### config.mk
export PLATFORM = sky130hd
export DESIGN_NAME = sum_accumulator
export DESIGN_NICKNAME = d
export VERILOG_FILES = /design/src/rtl/sum_accumulator.sv
export SDC_FILE = /design/constraint.sdc
export NUM_CORES = 1
export LEC_CHECK = 0
export ABC_AREA = 1
export CORE_MARGIN = 3
export CORE_UTILIZATION = 40
export DETAILED_ROUTE_END_ITERATION = 12
export PLACE_DENSITY = 0.7
export SLEW_MARGIN = 20
export SYNTH_ARGS = -nofsm -noshare
export SYNTH_HDL_FRONTEND = slang
export SYNTH_SLANG_ARGS = --single-unit
### constraint.sdc
create_clock -name clk -period 1.7 [get_ports clk]
set_input_delay 0.255 -clock clk [delete_from_list [all_inputs] [get_ports clk]]
set_output_delay 0.255 -clock clk [all_outputs]
set_load 0.005 [all_outputs]
### src/rtl/sum_accumulator.sv
// Saturating burst accumulator behind the 4-bit operand adder.
// It sums N five-bit samples, then holds the total and a sticky overflow flag until the consumer takes them.
module sum_accumulator #(
  parameter int N     = 4,
  parameter int ACC_W = 8
) (
  input  logic             clk,
  input  logic             rst_n,
  input  logic             clear,
  input  logic             in_valid,
  output logic             in_ready,
  input  logic [4:0]       in_sum,
  output logic             out_valid,
  input  logic             out_ready,
  output logic [ACC_W-1:0] out_acc,
  output logic             out_ovf
);

  localparam int CNT_W = $clog2(N + 1);
  localparam logic [CNT_W-1:0] LAST_CNT = CNT_W'(N - 1);

  typedef enum logic {
    ACCUM,
    HOLD
  } state_e;

  state_e           state_q, state_d;
  logic [ACC_W-1:0] acc_q, acc_d;
  logic [CNT_W-1:0] cnt_q, cnt_d;
  logic             ovf_q, ovf_d;
  logic [ACC_W:0]   sum;
  logic             accept;

  // One extra bit lets the carry out of the add flag saturation directly.
  assign sum    = {1'b0, acc_q} + {{(ACC_W - 4){1'b0}}, in_sum};
  assign accept = (state_q == ACCUM) && in_valid;

  always_comb begin
    state_d = state_q;
    acc_d   = acc_q;
    cnt_d   = cnt_q;
    ovf_d   = ovf_q;
    unique case (state_q)
      ACCUM: begin
        if (accept) begin
          if (sum[ACC_W]) begin
            acc_d = '1;
            ovf_d = 1'b1;
          end else begin
            acc_d = sum[ACC_W-1:0];
          end
          if (cnt_q == LAST_CNT) begin
            cnt_d   = '0;
            state_d = HOLD;
          end else begin
            cnt_d = cnt_q + 1'b1;
          end
        end
      end
      HOLD: begin
        if (out_ready) begin
          state_d = ACCUM;
          acc_d   = '0;
          ovf_d   = 1'b0;
        end
      end
    endcase
  end

  // A clear behaves exactly like a reset and drops whatever is offered that cycle.
  always_ff @(posedge clk) begin
    if (!rst_n || clear) begin
      state_q <= ACCUM;
      acc_q   <= '0;
      cnt_q   <= '0;
      ovf_q   <= 1'b0;
    end else begin
      state_q <= state_d;
      acc_q   <= acc_d;
      cnt_q   <= cnt_d;
      ovf_q   <= ovf_d;
    end
  end

  assign in_ready  = (state_q == ACCUM);
  assign out_valid = (state_q == HOLD);
  assign out_acc   = acc_q;
  assign out_ovf   = ovf_q;

endmodule

; ---- Yosys cells after proc, flatten, opt, wreduce, memory -nomap -nowiden
; Cells that the tools add are included.
[classes]
addsub = 2
eq_ne = 4
n_mux = 13
bitwise = 1
n_reduce_logical = 6
[ops]
columns = cell, n
row1 = two-way mux 8 bit, 3
row2 = case mux 8 bit (2 select lines), 1
row3 = adder 8 x 5 -> 9 bit, 1
row4 = two-way mux 1 bit, 6
row5 = "inequality test 2 x 1 -> 1 bit, second input constant", 2
row6 = case mux 1 bit (2 select lines), 2
row7 = AND reduction 2 bit, 2
row8 = "adder 3 x 1 -> 3 bit, second input constant", 1
row9 = "== test 3 x 2 -> 1 bit, second input constant", 1
row10 = two-way mux 3 bit, 1
row11 = AND reduction 3 bit, 1
row12 = "inequality test 2 bit, second input constant", 1
row13 = logical AND 1 bit, 1
row14 = logical NOT 1 bit, 1
row15 = logical OR 1 bit, 1
row16 = inverter 1 bit, 1
[totals]
inputBits = 10
wordCells = 30
reg_bits = 13

; ---- Depth between registers and ports, before layout
[logic_depth]
ltp_word = 4
ltp_mapped = 10
depth_no_buf = 10

; ---- Worst setup path before layout
; OpenSTA, ideal clock, no wires.
[synth_timing]
path_kind = reg-to-reg
from = register acc_q[0], in the netlist out_acc[0]
to = register acc_q[5], in the netlist out_acc[5]
n_path_buf = 0
t_required_ns = 1.591
slack_ns = 0.132
path_stages_with_launch = 11
arrival_ns = 1.460
path_cell_list = dfxtp_1 ha_1 fa_1 nand3_1 nand3_2 nand2_2 nand2_4 nand2_2 nand3_1 nand2_1 inv_1
[synth_via]
elab_chain_len = 4
[synth_lines]
columns = item, line_no
row1 = start: declaration, 28  ; logic [ACC_W-1:0] acc_q, acc_d;
row2 = start signal: assignment, 74  ; acc_q <= '0;
row3 = start signal: assignment, 79  ; acc_q <= acc_d;
row4 = adder 8 x 5 -> 9 bit, 35  ; assign sum = {1'b0, acc_q} + {{(ACC_W - 4){1'b0}}, in_sum};
row5 = two-way mux 8 bit, 46  ; if (sum[ACC_W]) begin
row6 = two-way mux 8 bit, 45  ; if (accept) begin
row7 = case mux 8 bit (2 select lines), 43  ; unique case (state_q)
; Every way passes these cells. The select of a mux whose other input is x is not followed.
; A chain may end at the register's enable or synchronous reset.

; ---- Final worst setup path
; Ends and elaborated chain as after synthesis.

==> metrics.md <==
| Metric | Value |
|---|---|
| Status | finished, final reports clean |
| Fill cells | 165 |
| Max Buffers Root-to-Sink | 2 |
| Commonest cells in the synthesized netlist | nand2_1, inv_1, dfxtp_1 |
| Via density | 5.07 |
| Seq pwr share | 0.509 |
| Drt pass-1 iters | 5 |
| Largest net degree at the start of global routing | 14 |
| Routability cong. | 0.804 |
| CTS Hold Bufs | 0 |
| Initial DRC count | 25 |
| Area grow syn2layout | 37.9% |
| Die Span Y | 51.8 µm |
| Cts bufs inserted | 3 |
| Cell Pwr Density | 540 nW/µm² |
| Final Instance Area | 1160 µm² |
| Top cells by area, synth | dfxtp_1, nand2_1, ha_1 |
| Layout cells sized above 1 | 0.157 |
| #FFs+latches synth | 13 |
| Ports | 21 |
| Average routed wire per standard cell | 10.9 µm |
| Post-DP Area | 1090 µm² |
| Worst Setup Start Kind | flop |
| Final period util | 0.952 |
| Detailed placer's ending HPWL | 1570 µm |
| Slew Limit Fails | 0 |
| Final min period | 1620 ps |
| CP Data Arrival Time | 1790 ps |
| Int Power | 0.465 mW |
| Achievable Freq | 618 MHz |
| Crit path kind | reg -> reg |
| FF-to-FF path depth | 10 |
| Vias in the first global route | 802 |
| Vias | 903 |
| CTS root buf | clkbuf_4 |
| GRT Overall Usage | 0.158 |
| Worst skew pair latency | 270 ps |
| Switch share | 0.256 |
| Nets | 171 |
| Sw Pwr | 0.160 mW |
| Post-Place Cells | 172 |
| Initial antenna violation count | 0 |
| Die ar. | 2680 µm² |
| Worst r2r src | out_acc[0]$_SDFFE_PP0P_ |
| Number of diodes | 0 |
| Max-capacitance violation count | 0 |
| # rows | 15 |
| FF/Latch Area | 262 µm² |
| Sequential fraction of the synthesis area | 0.310 |
| Yosys top cell by area | dfxtp_1 |
| PortBufs | 20 |
| Worst Setup End Kind | flop |
| Worst slew pin tran | 245 ps |
| Post-route ant nets | 0 |
| Power share of the clock group | 0.297 |
| Crit path to | out_acc[5]$_SDFFE_PP0P_ |
| Global route total overflow | 0 |
| First-pass GRT wire length | 3260 µm |
| DRC Markers | 0 |
| Synthesis warning total | 0 |
| Worst slew margin | 0.836 |
| Critical path launch point | out_acc[0]$_SDFFE_PP0P_ |
| Clock sink count | 13 |
| Primary FF master, synth | dfxtp_1 |
| Static Leak | 0.565 nW |
| Post-synth top area share | 0.310 |
| Req. time, crit path | 1870 ps |
| Crit path max fanout | 5 |
| Synth Instances | 124 |
| Final Skew | 5.25 ps |
| Post-synth EDFFs | 0 |
| Area of the multi-input gates | 523 µm² |
| Combinational share of power | 0.194 |
| Hold Fails Final Rpt | 0 |
| Yosys cell types | 23 |
| CTS tree | yes |
| Final setup vio count | 0 |
| Reg2Reg Setup Slack | 80 ps |
| Reg2reg end | out_acc[5]$_SDFFE_PP0P_ |
| Peak VDD IR | 377 µV |
| Chip Width | 51.8 µm |
| Most common cell in the netlist | nand2_1 |
| Final core utilization | 0.623 |
| Post-route setup TNS | 0 ps |
| Core footprint | 1860 µm² |
| Synthesized Nets | 141 |
| Avg Synthesized Cell Area | 6.77 µm² |
| Final cell count without fillers | 178 |
| Worst-path clk slew | 80 ps |
| Pwr Total | 0.625 mW |
| FFs w/ async S/R, synth | 0 |
| H-tree levels | 1 |
| Initial Utilization | 0.452 |
| Routed WL | 1940 µm |
| Synth Cell Area | 840 µm² |
| Hold Path Class | reg -> reg |
[power groups by stage]
stage          clock [mW]  combinational, mW  sequential, mW
6_report            0.186              0.121           0.319
5_1_grt             0.200              0.136           0.320
3_3_place_gp            0              0.114           0.325
4_1_cts             0.191              0.120           0.318
3_5_place_dp            0              0.116           0.325
2_1_floorplan           0             0.0629           0.324
[placed cells by master (no fill, tap or decap), drive strengths merged]
cell type	n
clkbuf	4
nand3b	2
fa	1
o21ai	5
dlymetal6s2s	1
clkdlybuf4s50	19
o21bai	1
a21oi	7
clkinv	1
or2	1
buf	6
nor2	13
nand3	11
a31oi	2
a211oi	2
nor3	1
dfxtp	13
nand4	2
ha	6
inv	17
nand2	38
[routing by layer]
layer / wire length, µm / vias up / track usage
li1: - / 460 / -
met1: 850 / 415 / 0.204
met2: 1000 / 26 / 0.273
met3: 76 / 2 / 0.0172
met4: 12 / 0 / 0.0524
met5: 0 / - / 0
[worst max-delay path: stages (launching register included)]
cell     delay (ps)
dfxtp_2         340
ha_2            190
fa_2            400
nand3_2          90
nand3_2          90
nand2_2         100
nand2_4          70
nand2_4          80
nand3_2          60
nand2_2          60
inv_1            40
[state kept, by name, indices dropped and copies added, names as in the netlist]
signal,count
out_valid,1
out_ovf,1
cnt_q,3
out_acc,8
[logic make-up (layout without fill, tap and decap cells)]
kind of cell	Yosys count	after routing	share of synthesized area
AO/OA/AOI/OAI	17	17	0.113
adder cells (fa/ha/maj)	7	7	0.113
buffers and inverters	19	48	0.0939
flip-flops	13	13	0.310
AND/OR/NAND/NOR	68	68	0.370
[final cells by class]
| cell class | instances | area share |
|---|---|---|
| clock buffers | 4 | 0.0227 |
| inverters | 18 | 0.0584 |
| multi-input cells | 92 | 0.452 |
| flip-flops and latches | 13 | 0.226 |
| well taps | 25 | 0.0270 |
| repair buffers | 26 | 0.214 |
[stage by stage]
step / hold WS, ps / worst slack, ps
2_1_floorplan: 418 / 132
3_3_place_gp: 439 / -350
3_5_place_dp: 443 / -375
4_1_cts: 457 / 7.83
5_1_grt: 483 / -9.20
6_report: 451 / 80.9
[repair_timing]
| item | CTS | global route |
|---|---|---|
| pin swaps | 0 | 5 |
| endpoints found under the setup margin | 7 | 6 |
| gates resized for setup | 3 | 6 |
| buffers inserted | 0 | 2 |
[how the worst min path moves through the flow]
| stage | cells past startpoint | startpoint | end |
|---|---|---|---|
| floorplan | 3 | clear | out_acc[3]$_SDFFE_PP0P_ |
| global placement | 2 | cnt_q[2]$_SDFFE_PP0P_ | cnt_q[2]$_SDFFE_PP0P_ |
| detailed placement | 2 | cnt_q[2]$_SDFFE_PP0P_ | cnt_q[2]$_SDFFE_PP0P_ |
| CTS | 2 | cnt_q[2]$_SDFFE_PP0P_ | cnt_q[2]$_SDFFE_PP0P_ |
| global route | 2 | cnt_q[2]$_SDFFE_PP0P_ | cnt_q[2]$_SDFFE_PP0P_ |
| finish | 2 | cnt_q[2]$_SDFFE_PP0P_ | cnt_q[2]$_SDFFE_PP0P_ |
(Power assumes the default switching activity.)
